$ cat src/rtl/dla_pkg.sv
// dla_pkg: shared state, direction and colour definitions
// for the diffusion-limited-aggregation stages.
package dla_pkg;

  localparam int I_IDLE  = 0;
  localparam int I_SEED  = 1;
  localparam int I_SPAWN = 2;
  localparam int I_CHECK = 3;
  localparam int I_WAIT  = 4;
  localparam int I_MOVE  = 5;
  localparam int I_WRITE = 6;
  localparam int I_DONE  = 7;

  typedef enum logic [7:0] {
    ST_IDLE  = 8'b0000_0001,
    ST_SEED  = 8'b0000_0010,
    ST_SPAWN = 8'b0000_0100,
    ST_CHECK = 8'b0000_1000,
    ST_WAIT  = 8'b0001_0000,
    ST_MOVE  = 8'b0010_0000,
    ST_WRITE = 8'b0100_0000,
    ST_DONE  = 8'b1000_0000
  } state_e;

  typedef logic [2:0] dir_t;

  localparam dir_t DIR_N  = 3'd0;
  localparam dir_t DIR_NE = 3'd1;
  localparam dir_t DIR_E  = 3'd2;
  localparam dir_t DIR_SE = 3'd3;
  localparam dir_t DIR_S  = 3'd4;
  localparam dir_t DIR_SW = 3'd5;
  localparam dir_t DIR_W  = 3'd6;
  localparam dir_t DIR_NW = 3'd7;

  localparam logic PIXEL_ON = 1'b1;

  // x^16 + x^14 + x^13 + x^11 + 1, right-shifting Galois form
  localparam logic [15:0] LFSR_TAPS = 16'hB400;

endpackage

$ cat src/rtl/dla_lfsr.sv
// dla_lfsr: Galois LFSR with enable and parallel output,
// shared by the DLA stages.
module dla_lfsr
  import dla_pkg::*;
#(
  parameter int           W    = 16,
  parameter logic [W-1:0] SEED = W'(16'hACE1),
  parameter logic [W-1:0] TAPS = W'(LFSR_TAPS)
) (
  input  logic         clk,
  input  logic         rst,
  input  logic         en_i,
  output logic [W-1:0] q_o
);

  logic [W-1:0] q_q;
  logic [W-1:0] q_d;

  always_comb begin
    q_d = q_q;
    if (en_i) begin
      q_d = (q_q >> 1) ^ (q_q[0] ? TAPS : '0);
    end
  end

  always_ff @(posedge clk) begin
    if (rst) begin
      q_q <= SEED;
    end else begin
      q_q <= q_d;
    end
  end

  assign q_o = q_q;

endmodule

$ cat src/rtl/dla_particle_walk.sv
// dla_particle_walk: random-walk controller for the DLA demo.
// DLA_WALK_DIAG_EN selects the 8-direction walk (default 4).
module dla_particle_walk
  import dla_pkg::*;
#(
  parameter int          AVN_AW       = 18,
  parameter int          AVN_DW       = 16,
  parameter int          HSIZE        = 640,
  parameter int          VSIZE        = 480,
  parameter int          NUM_PARTICLE = 2000,
  parameter logic [15:0] SEED         = 16'hACE1
) (
  input  logic                     clk,
  input  logic                     rst,
  input  logic                     start,
  output logic                     busy,
  output logic                     done,
  output logic [15:0]              particle_cnt,
  output logic [$clog2(HSIZE)-1:0] check_x,
  output logic [$clog2(VSIZE)-1:0] check_y,
  output logic                     check_start,
  input  logic                     check_done,
  input  logic                     hit_boundary,
  input  logic                     hit_neighbor,
  output logic [AVN_AW-1:0]        vram_avn_address,
  output logic                     vram_avn_write,
  output logic [AVN_DW-1:0]        vram_avn_writedata,
  input  logic                     vram_avn_waitrequest
);

  localparam int XW = $clog2(HSIZE);
  localparam int YW = $clog2(VSIZE);
  localparam logic [XW-1:0] X_MAX = XW'(HSIZE - 2);
  localparam logic [YW-1:0] Y_MAX = YW'(VSIZE - 2);

  state_e          state_q;
  state_e          state_d;
  logic [XW-1:0]   x_q;
  logic [XW-1:0]   x_d;
  logic [YW-1:0]   y_q;
  logic [YW-1:0]   y_d;
  logic [15:0]     cnt_q;
  logic [15:0]     cnt_d;
  logic            seed_q;
  logic            seed_d;
  logic [15:0]     lfsr;
  logic [XW+YW-1:0] rnd;
  logic [XW-1:0]   rx;
  logic [YW-1:0]   ry;
  logic            ok;
  dir_t            dir;

  dla_lfsr #(
    .W    (16),
    .SEED (SEED),
    .TAPS (LFSR_TAPS)
  ) u_lfsr (
    .clk  (clk),
    .rst  (rst),
    .en_i (!state_q[I_IDLE]),
    .q_o  (lfsr)
  );

  // coordinate fields wider than the LFSR wrap around it
  assign rnd = (XW+YW)'({lfsr, lfsr});
  assign rx  = rnd[XW-1:0];
  assign ry  = rnd[XW +: YW];
  assign ok  = (rx != '0) && (rx <= X_MAX)
            && (ry != '0) && (ry <= Y_MAX);

`ifdef DLA_WALK_DIAG_EN
  assign dir = lfsr[2:0];
`else
  assign dir = {lfsr[1:0], 1'b0};
`endif

  always_comb begin
    state_d = state_q;
    x_d     = x_q;
    y_d     = y_q;
    cnt_d   = cnt_q;
    seed_d  = seed_q;
    unique case (1'b1)
      state_q[I_IDLE]: begin
        if (start) begin
          cnt_d   = '0;
          state_d = ST_SEED;
        end
      end
      state_q[I_SEED]: begin
        x_d     = XW'(HSIZE / 2);
        y_d     = YW'(VSIZE / 2);
        seed_d  = 1'b1;
        state_d = ST_WRITE;
      end
      state_q[I_SPAWN]: begin
        if (ok) begin
          x_d     = rx;
          y_d     = ry;
          state_d = ST_CHECK;
        end
      end
      state_q[I_CHECK]: state_d = ST_WAIT;
      state_q[I_WAIT]: begin
        if (check_done) begin
          if (hit_boundary)      state_d = ST_SPAWN;
          else if (hit_neighbor) state_d = ST_WRITE;
          else                   state_d = ST_MOVE;
        end
      end
      state_q[I_MOVE]: begin
        case (dir)
          DIR_NE, DIR_E, DIR_SE: x_d = x_q + 1'b1;
          DIR_NW, DIR_W, DIR_SW: x_d = x_q - 1'b1;
          default: ;
        endcase
        case (dir)
          DIR_SE, DIR_S, DIR_SW: y_d = y_q + 1'b1;
          DIR_NE, DIR_N, DIR_NW: y_d = y_q - 1'b1;
          default: ;
        endcase
        state_d = ST_CHECK;
      end
      state_q[I_WRITE]: begin
        if (!vram_avn_waitrequest) begin
          seed_d  = 1'b0;
          state_d = ST_SPAWN;
          if (!seed_q) begin
            cnt_d = cnt_q + 16'd1;
            if (cnt_d == 16'(NUM_PARTICLE)) state_d = ST_DONE;
          end
        end
      end
      state_q[I_DONE]: state_d = ST_IDLE;
      default:         state_d = ST_IDLE;
    endcase
  end

  always_ff @(posedge clk) begin
    if (rst) begin
      state_q <= ST_IDLE;
      x_q     <= '0;
      y_q     <= '0;
      cnt_q   <= '0;
      seed_q  <= 1'b0;
    end else begin
      state_q <= state_d;
      x_q     <= x_d;
      y_q     <= y_d;
      cnt_q   <= cnt_d;
      seed_q  <= seed_d;
    end
  end

  assign busy         = !(state_q[I_IDLE] || state_q[I_DONE]);
  assign done         = state_q[I_DONE];
  assign check_start  = state_q[I_CHECK];
  assign check_x      = x_q;
  assign check_y      = y_q;
  assign particle_cnt = cnt_q;

  assign vram_avn_write     = state_q[I_WRITE];
  assign vram_avn_address   = AVN_AW'(x_q)
                            + AVN_AW'(y_q) * AVN_AW'(HSIZE);
  assign vram_avn_writedata = {AVN_DW{PIXEL_ON}};

endmodule

$ cat config.mk
export PLATFORM = sky130hd
export DESIGN_NAME = dla_particle_walk
export DESIGN_NICKNAME = d
export VERILOG_FILES = /design/src/rtl/dla_pkg.sv /design/src/rtl/dla_lfsr.sv /design/src/rtl/dla_particle_walk.sv
export SDC_FILE = /design/constraint.sdc
export NUM_CORES = 1
export LEC_CHECK = 0
export CORE_MARGIN = 2
export CORE_UTILIZATION = 55
export DETAILED_ROUTE_END_ITERATION = 10
export DONT_BUFFER_PORTS = 1
export PLACE_DENSITY = 0.68
export SLEW_MARGIN = 0
export SYNTH_ARGS = -nofsm -noshare
export SYNTH_HDL_FRONTEND = slang
export SYNTH_SLANG_ARGS = --single-unit
$ cat constraint.sdc
create_clock -name clk -period 3.1 [get_ports clk]
set_clock_uncertainty 0.05 [all_clocks]
set_input_delay 0.155 -clock clk [delete_from_list [all_inputs] [get_ports clk]]
set_output_delay 0.155 -clock clk [all_outputs]
set_load 0.005 [all_outputs]
==> flow_summary_export.csv, run 1 <==
group,metric,value,unit
outcome,status,"completed",
sta,finalSetupViolations,0,
setup_path,worstPathCellList,"ha_1, ha_1, fa_1, a211oi_2, nor2_1, xor2_1, and3_1, nand3_1, xor3_1",
routing,vias,3887,
clock_tree,cts_buffers,9,
logic_synthesis,synth_enable_flop_cells,0,
setup_path,critical-path-slowest-cell,"fa_1",
routing,viasPerCell,6.07,
clock_tree,cts.sinks,60,
final_layout,syn_to_final_growth,6.67,%
grt,gr-usage-all-layers,24.9,%
logic_synthesis,yosys_warnings,0,
grt,grt_max_degree,49,
final_layout,final_cell_mix,"58 x dfxtp_1, 49 x a21oi_1, 47 x nor2_1, 35 x nand2_1, 34 x ha_1",
placement,dp_slack,0.368,ns
sta,tns,0,ns
logic_synthesis,postSynthAreaPerCell,8.19,um^2
pwr,switching_share,29.0,%
floorplanning,chipWidth,93.5,um
clock_tree,clock_latency,0.34,ns
grt,antenna_found_initial,0,
floorplanning,start_util,57.0,%
final_layout,n_antenna_cell,0,
final_layout,layout-drive-gt1-share,8.55,%
setup_path,startpoint_type,"flip-flop",
setup_path,crit_family,"adder cells",
logic_synthesis,ys_ff_latch,60,
floorplanning,die_h,93.5,um
sta,rsz0062_at_grt,"false",
logic_synthesis,synth_ff_type,"dfxtp_1",
sta,hold_viol_final,0,
pwr,internal-power,1.45,mW
pwr,p_comb_share,18.9,%
pwr,p_clk_share,38.5,%
floorplanning,core,7730,um^2
sta,period_share,94.5,%
placement,io_buffer_count,0,
sta,slew_headroom,48.2,%
floorplanning,io_pins,80,
setup_path,worstSetupPathType,"reg2out",
routing,wire_per_inst,16.5,um
logic_synthesis,synth_area,4410,um^2
logic_synthesis,ys_seq_area_share,27.3,%
routing,first_pass_iters,5,
min_path,min_path_type,"in2reg",
clock_tree,path_clk_slew,0.07,ns
placement,gp_congestion,0.912,
setup_path,path_buf_inv,0,
logic_synthesis,syn-instance-count,538,
setup_path,r2r_setup_slack,0.42,ns
final_layout,final_nets,578,
clock_tree,cts_tree,"built",
job,max-cap-violations,0,
pwr,p_per_area,433,nW/um^2
floorplanning,fp-row-count,32,
routing,ant_nets,0,
clock_tree,cts_root_buf,"clkbuf_8",
pwr,seq_power_share,42.5,%
clock_tree,cts_max_level,3,
sta,worst_slew_pin_slew,0.771,ns
pwr,ir_drop,230,uV
logic_synthesis,synth-async-reset-ratio,0,%
setup_path,critPathMostFrequentCell,"ha_1",
setup_path,slowest_delay,0.42,ns
final_layout,layout_commonest_cell,"dfxtp_1",
sta,fmax,0.341,GHz
clock_tree,clk_path_buf_depth,2,
floorplanning,die-area,8740,um^2
routing,drc,0,
grt,overflow,0,
sta,drv_slew,0,
grt,first_global_vias,3655,
routing,wirelength,10.6,mm
routing,first_iter_violations,188,
logic_synthesis,yosys.cell_types.count,66,
sta,timing.final.ws_setup,0.171,ns
setup_path,arrival,2.72,ns
min_path,min_path_cells,2,
setup_path,end_kind,"output port",
sta,finalCriticalPeriod,2.93,ns
setup_path,reg2reg_depth,6,
pwr,p_leak,1.97,nW
final_layout,fillers,706,
setup_path,required,2.89,ns
pwr,p_sw,0.591,mW
placement,hpwl,7.52,mm
setup_path,path_max_fanout,3,
setup_path,cp.depth,9,
grt,grt_pass1_wl,17.5,mm
-- sequential cells by signal, summed over array words and instances, names as in the netlist --
signal,flops
particle_cnt,16
u_lfsr.q_o,16
check_x,10
check_y,9
state_q,8
seed_q,1
-- path summary, 6_finish.rpt --
kind                                              to        startpoint
worst max-delay path            vram_avn_address[17]        check_y[1]
worst min-delay path                      state_q[2]      hit_boundary
worst max register to register            state_q[7]   particle_cnt[2]
worst min register to register      particle_cnt[14]  particle_cnt[14]
-- cell type report --
type | count | area, um^2 | area share, %
timing repair buffer | 20 | 178 | 3.78
sequential | 60 | 1200 | 25.6
clock inverter | 5 | 75.1 | 1.60
inverter | 16 | 60.1 | 1.28
clock buffer | 11 | 141 | 3.01
tap | 102 | 128 | 2.71
multi-input combinational | 426 | 2920 | 62.0
-- cell families (layout without fill, tap and decap cells) --
group / count (synthesis) / count (layout) / synth area share, %
flip-flops: 60 / 60 / 27.3
AO/OA/AOI/OAI: 166 / 166 / 24.9
AND/OR/NAND/NOR: 160 / 160 / 18.3
multiplexers: 14 / 14 / 3.18
adder cells (fa/ha/maj): 38 / 38 / 11.5
buffers and inverters: 67 / 52 / 8.09
XOR/XNOR: 32 / 32 / 6.70
other: 1 / 16 / 0.0851
-- per-layer routing --
layer,track usage [%],part of all wire (%),vias up
met5,0,0,-
met4,9.93,2.5,0
met3,5.88,5.9,19
met2,41.8,48,120
met1,30.7,44,1813
li1,-,-,1935
-- cell usage after synthesis, drive strengths merged, types with 2 or more instances --
| library cell | count | area [um^2] |
|---|---|---|
| nand2b | 5 | 31.3 |
| ha | 34 | 425 |
| xor2 | 13 | 114 |
| o21bai | 6 | 45.0 |
| nand3b | 2 | 15.0 |
| a31oi | 5 | 31.3 |
| nand4b | 3 | 26.3 |
| a311oi | 15 | 138 |
| o21ai | 30 | 150 |
| and2 | 8 | 50.1 |
| and3 | 4 | 25.0 |
| or4 | 5 | 45.0 |
| clkbuf | 18 | 68.8 |
| nand3 | 14 | 70.1 |
| nand4 | 5 | 31.3 |
| nor2b | 5 | 31.3 |
| a21o | 6 | 45.0 |
| o32ai | 2 | 17.5 |
| a22oi | 9 | 67.6 |
| fa | 4 | 80.1 |
| dfxtp | 60 | 1200 |
| a221oi | 3 | 26.3 |
| o211ai | 5 | 37.5 |
| buf | 33 | 228 |
| a21oi | 49 | 245 |
| or3 | 3 | 18.8 |
| nand2 | 37 | 144 |
| inv | 16 | 60.1 |
| o21a | 2 | 15.0 |
| nor3 | 11 | 55.1 |
| nor4 | 3 | 25.0 |
| or2 | 4 | 25.0 |
| o22ai | 3 | 18.8 |
| a211oi | 16 | 120 |
| o2111ai | 2 | 17.5 |
| and4 | 2 | 17.5 |
| xnor2 | 18 | 158 |
| nor2 | 47 | 176 |
| mux2i | 14 | 140 |
-- power groups by stage --
stage | Clock, mW | Sequential [mW] | Combinational [mW]
floorplan | 0 | 0.869 | 0.319
global placement | 0 | 0.882 | 0.349
detailed placement | 0 | 0.884 | 0.357
CTS | 0.798 | 0.866 | 0.380
global route | 0.836 | 0.875 | 0.434
finish | 0.785 | 0.867 | 0.386
-- stage by stage --
stage / total power [mW] / std cells / area, um^2 / util, % / hold slack, ns
global placement: 1.23 / 616 / 4380 / 56.7 / 0.181
floorplan: 1.19 / 553 / 4460 / - / 0.182
CTS: 2.04 / 639 / 4680 / 60.6 / 0.0133
global route: 2.15 / 640 / 4700 / 60.8 / 0.0230
finish: 2.04 / 640 / 4700 / 60.8 / 0.0239
detailed placement: 1.24 / 616 / 4380 / 56.7 / 0.182
-- what timing repair did --
item / 4_1_cts / 5_1_grt
hold buffers: 7 / 0
setup buffers: 0 / 1
endpoints found under the hold margin: 51 / 0
setup endpoints to repair: 0 / 3
resized for setup: 0 / 4
(Power assumes the default switching activity.)
==> run 2, diff against run 1 <==
--- a/config.mk
+++ b/config.mk
@@ -5,11 +5,11 @@
 export SDC_FILE = /design/constraint.sdc
 export NUM_CORES = 1
 export LEC_CHECK = 0
-export CORE_MARGIN = 2
-export CORE_UTILIZATION = 55
+export CORE_MARGIN = 8
+export CORE_UTILIZATION = 35
 export DETAILED_ROUTE_END_ITERATION = 10
 export DONT_BUFFER_PORTS = 1
-export PLACE_DENSITY = 0.68
+export PLACE_DENSITY = 0.47
 export SLEW_MARGIN = 0
 export SYNTH_ARGS = -nofsm -noshare
 export SYNTH_HDL_FRONTEND = slang
==> run 2 against run 1 <==
  * Sequential power about the same
  * Core utilization shrank 21 points
  * Register-to-register slack is essentially flat
  * Clock-buffer cell count down 1
  * Critical path depth is the same
  * Combinational power increased by 2%
  * Final cell count grew 11%
==> flow_summary_export.csv, run 2 (same netlist as run 1, synthesis figures left out) <==
group,metric,value,unit
setup_path,end_kind,"output port",
sta,slew_headroom,55.1,%
outcome,status,"completed",
final_layout,layout_commonest_cell,"dfxtp_1",
setup_path,r2r_setup_slack,0.43,ns
sta,hold_viol_final,0,
routing,dr.max_layer_used,"met4",
routing,first_pass_iters,4,
routing,route.met2.wl,5.92,mm
routing,first_iter_violations,243,
placement,hpwl,8.83,mm
final_layout,final_cell_mix,"59 x dfxtp_1, 49 x a21oi_1, 47 x nor2_1, 35 x nand2_1, 34 x ha_1",
setup_path,critPathLaunch,"check_y[1]",
pwr,ir_drop,272,uV
setup_path,startpoint_type,"flip-flop",
final_layout,syn_to_final_growth,11.3,%
clock_tree,path_clk_slew,0.05,ns
min_path,min_from,"hit_boundary",
pwr,p_per_area,472,nW/um^2
pwr,p_leak,2.02,nW
routing,viasPerCell,5.49,
clock_tree,cts.sinks,60,
setup_path,arrival,2.69,ns
sta,drv_slew,0,
grt,grt_max_degree,49,
job,max-cap-violations,0,
min_path,min_path_type,"in2reg",
grt,gr-usage-all-layers,15.2,%
clock_tree,cts_root_buf,"clkbuf_16",
floorplanning,start_util,35.4,%
setup_path,reg2reg_depth,6,
final_layout,utilization,39.3,%
grt,grt_pass1_wl,20.0,mm
sta,tns,0,ns
floorplanning,chipWidth,128,um
clock_tree,cts_max_level,3,
routing,wirelength,12.3,mm
min_path,min_path_cells,3,
routing,wire_per_inst,17.2,um
routing,ant_nets,0,
placement,io_buffer_count,0,
sta,period_share,93.5,%
routing,wl_met1,5.35,mm
floorplanning,core,12500,um^2
sta,fmax,0.345,GHz
clock_tree,post_cts_buffers,0,
setup_path,worstReg2RegStart,"particle_cnt[5]",
clock_tree,clock_latency,0.34,ns
clock_tree,cts_tree,"built",
routing,drc,0,
grt,overflow,0,
pwr,power.total,2.32,mW
final_layout,fillers,1294,
floorplanning,fp-row-count,41,
floorplanning,io_pins,80,
min_path,holdPathEnd,"state_q[6]",
setup_path,path_max_fanout,3,
setup_path,r2r_end,"state_q[7]",
final_layout,final_nets,581,
sta,rsz0062_at_grt,"false",
setup_path,worstSetupPathType,"reg2out",
clock_tree,cts_buffers,9,
clock_tree,clk_path_buf_depth,2,
grt,first_global_vias,3906,
routing,vias,3910,
floorplanning,die-area,16400,um^2
final_layout,n_antenna_cell,0,
floorplanning,die_h,128,um
sta,finalSetupViolations,0,
final_layout,layout-drive-gt1-share,8.70,%
sta,finalCriticalPeriod,2.90,ns
placement,gp_congestion,0.852,
setup_path,required,2.89,ns
sta,worst_slew_pin_slew,0.670,ns
grt,antenna_found_initial,0,
routing,wl_met3,855,um
[run 2: worst max-delay path, cell delays in order (launching register included)]
cell	delay (ns)
dfxtp_1	0.31
ha_1	0.29
ha_1	0.23
fa_2	0.37
a211oi_2	0.26
nor2_1	0.08
xor2_1	0.24
and3_1	0.23
nand3_1	0.11
xor3_1	0.24
[run 2: metrics by stage]
step                cells  cell area (um^2)  setup slack (ns)  hold WS, ns
floorplan             553              4460             0.481        0.182
CTS                   712              4900            0.0333       0.0360
detailed placement    690              4500             0.397        0.188
global route          712              4900            0.0506       0.0782
global placement      690              4500             0.422        0.189
finish                712              4900             0.200       0.0446
[run 2: area by class of cell]
type                    count  area [um^2]  area share (%)
clock buffers              10          229            4.67
clock inverters             5         77.6            1.58
inverters                  16         60.1            1.22
multi-input cells         426         2910            59.4
flip-flops and latches     60         1200            24.5
well taps                 172          215            4.39
repair buffers             23          208            4.23
[run 2: how the worst max path moves through the flow]
| stage | end | slack (ns) | cells after the start |
|---|---|---|---|
| 4_1_cts | vram_avn_address[17] | 0.03 | 8 |
| 6_report | vram_avn_address[17] | 0.20 | 9 |
| 3_5_place_dp | vram_avn_address[17] | 0.40 | 8 |
| 3_3_place_gp | vram_avn_address[17] | 0.42 | 9 |
| 2_1_floorplan | vram_avn_address[17] | 0.48 | 9 |
| 5_1_grt | vram_avn_address[17] | 0.05 | 9 |
[run 2: timing repair]
action	in CTS	in global routing
endpoints found under the setup margin	0	1
endpoints found under the hold margin	51	0
hold buffers	7	0
resized for setup	0	3
[run 2: metal layers]
metal | track usage, % | vias up
li1 | - | 1948
met1 | 17.2 | 1859
met2 | 26.7 | 91
met3 | 5.28 | 12
met4 | 3.64 | 0
met5 | 0 | -
[run 2: power breakdown]
part | leakage, nW | internal (mW) | switching, mW
Combinational | 1.38 | 0.167 | 0.226
Clock | 0.148 | 0.696 | 0.363
Sequential | 0.490 | 0.811 | 0.0543
Total | 2.02 | 1.67 | 0.644
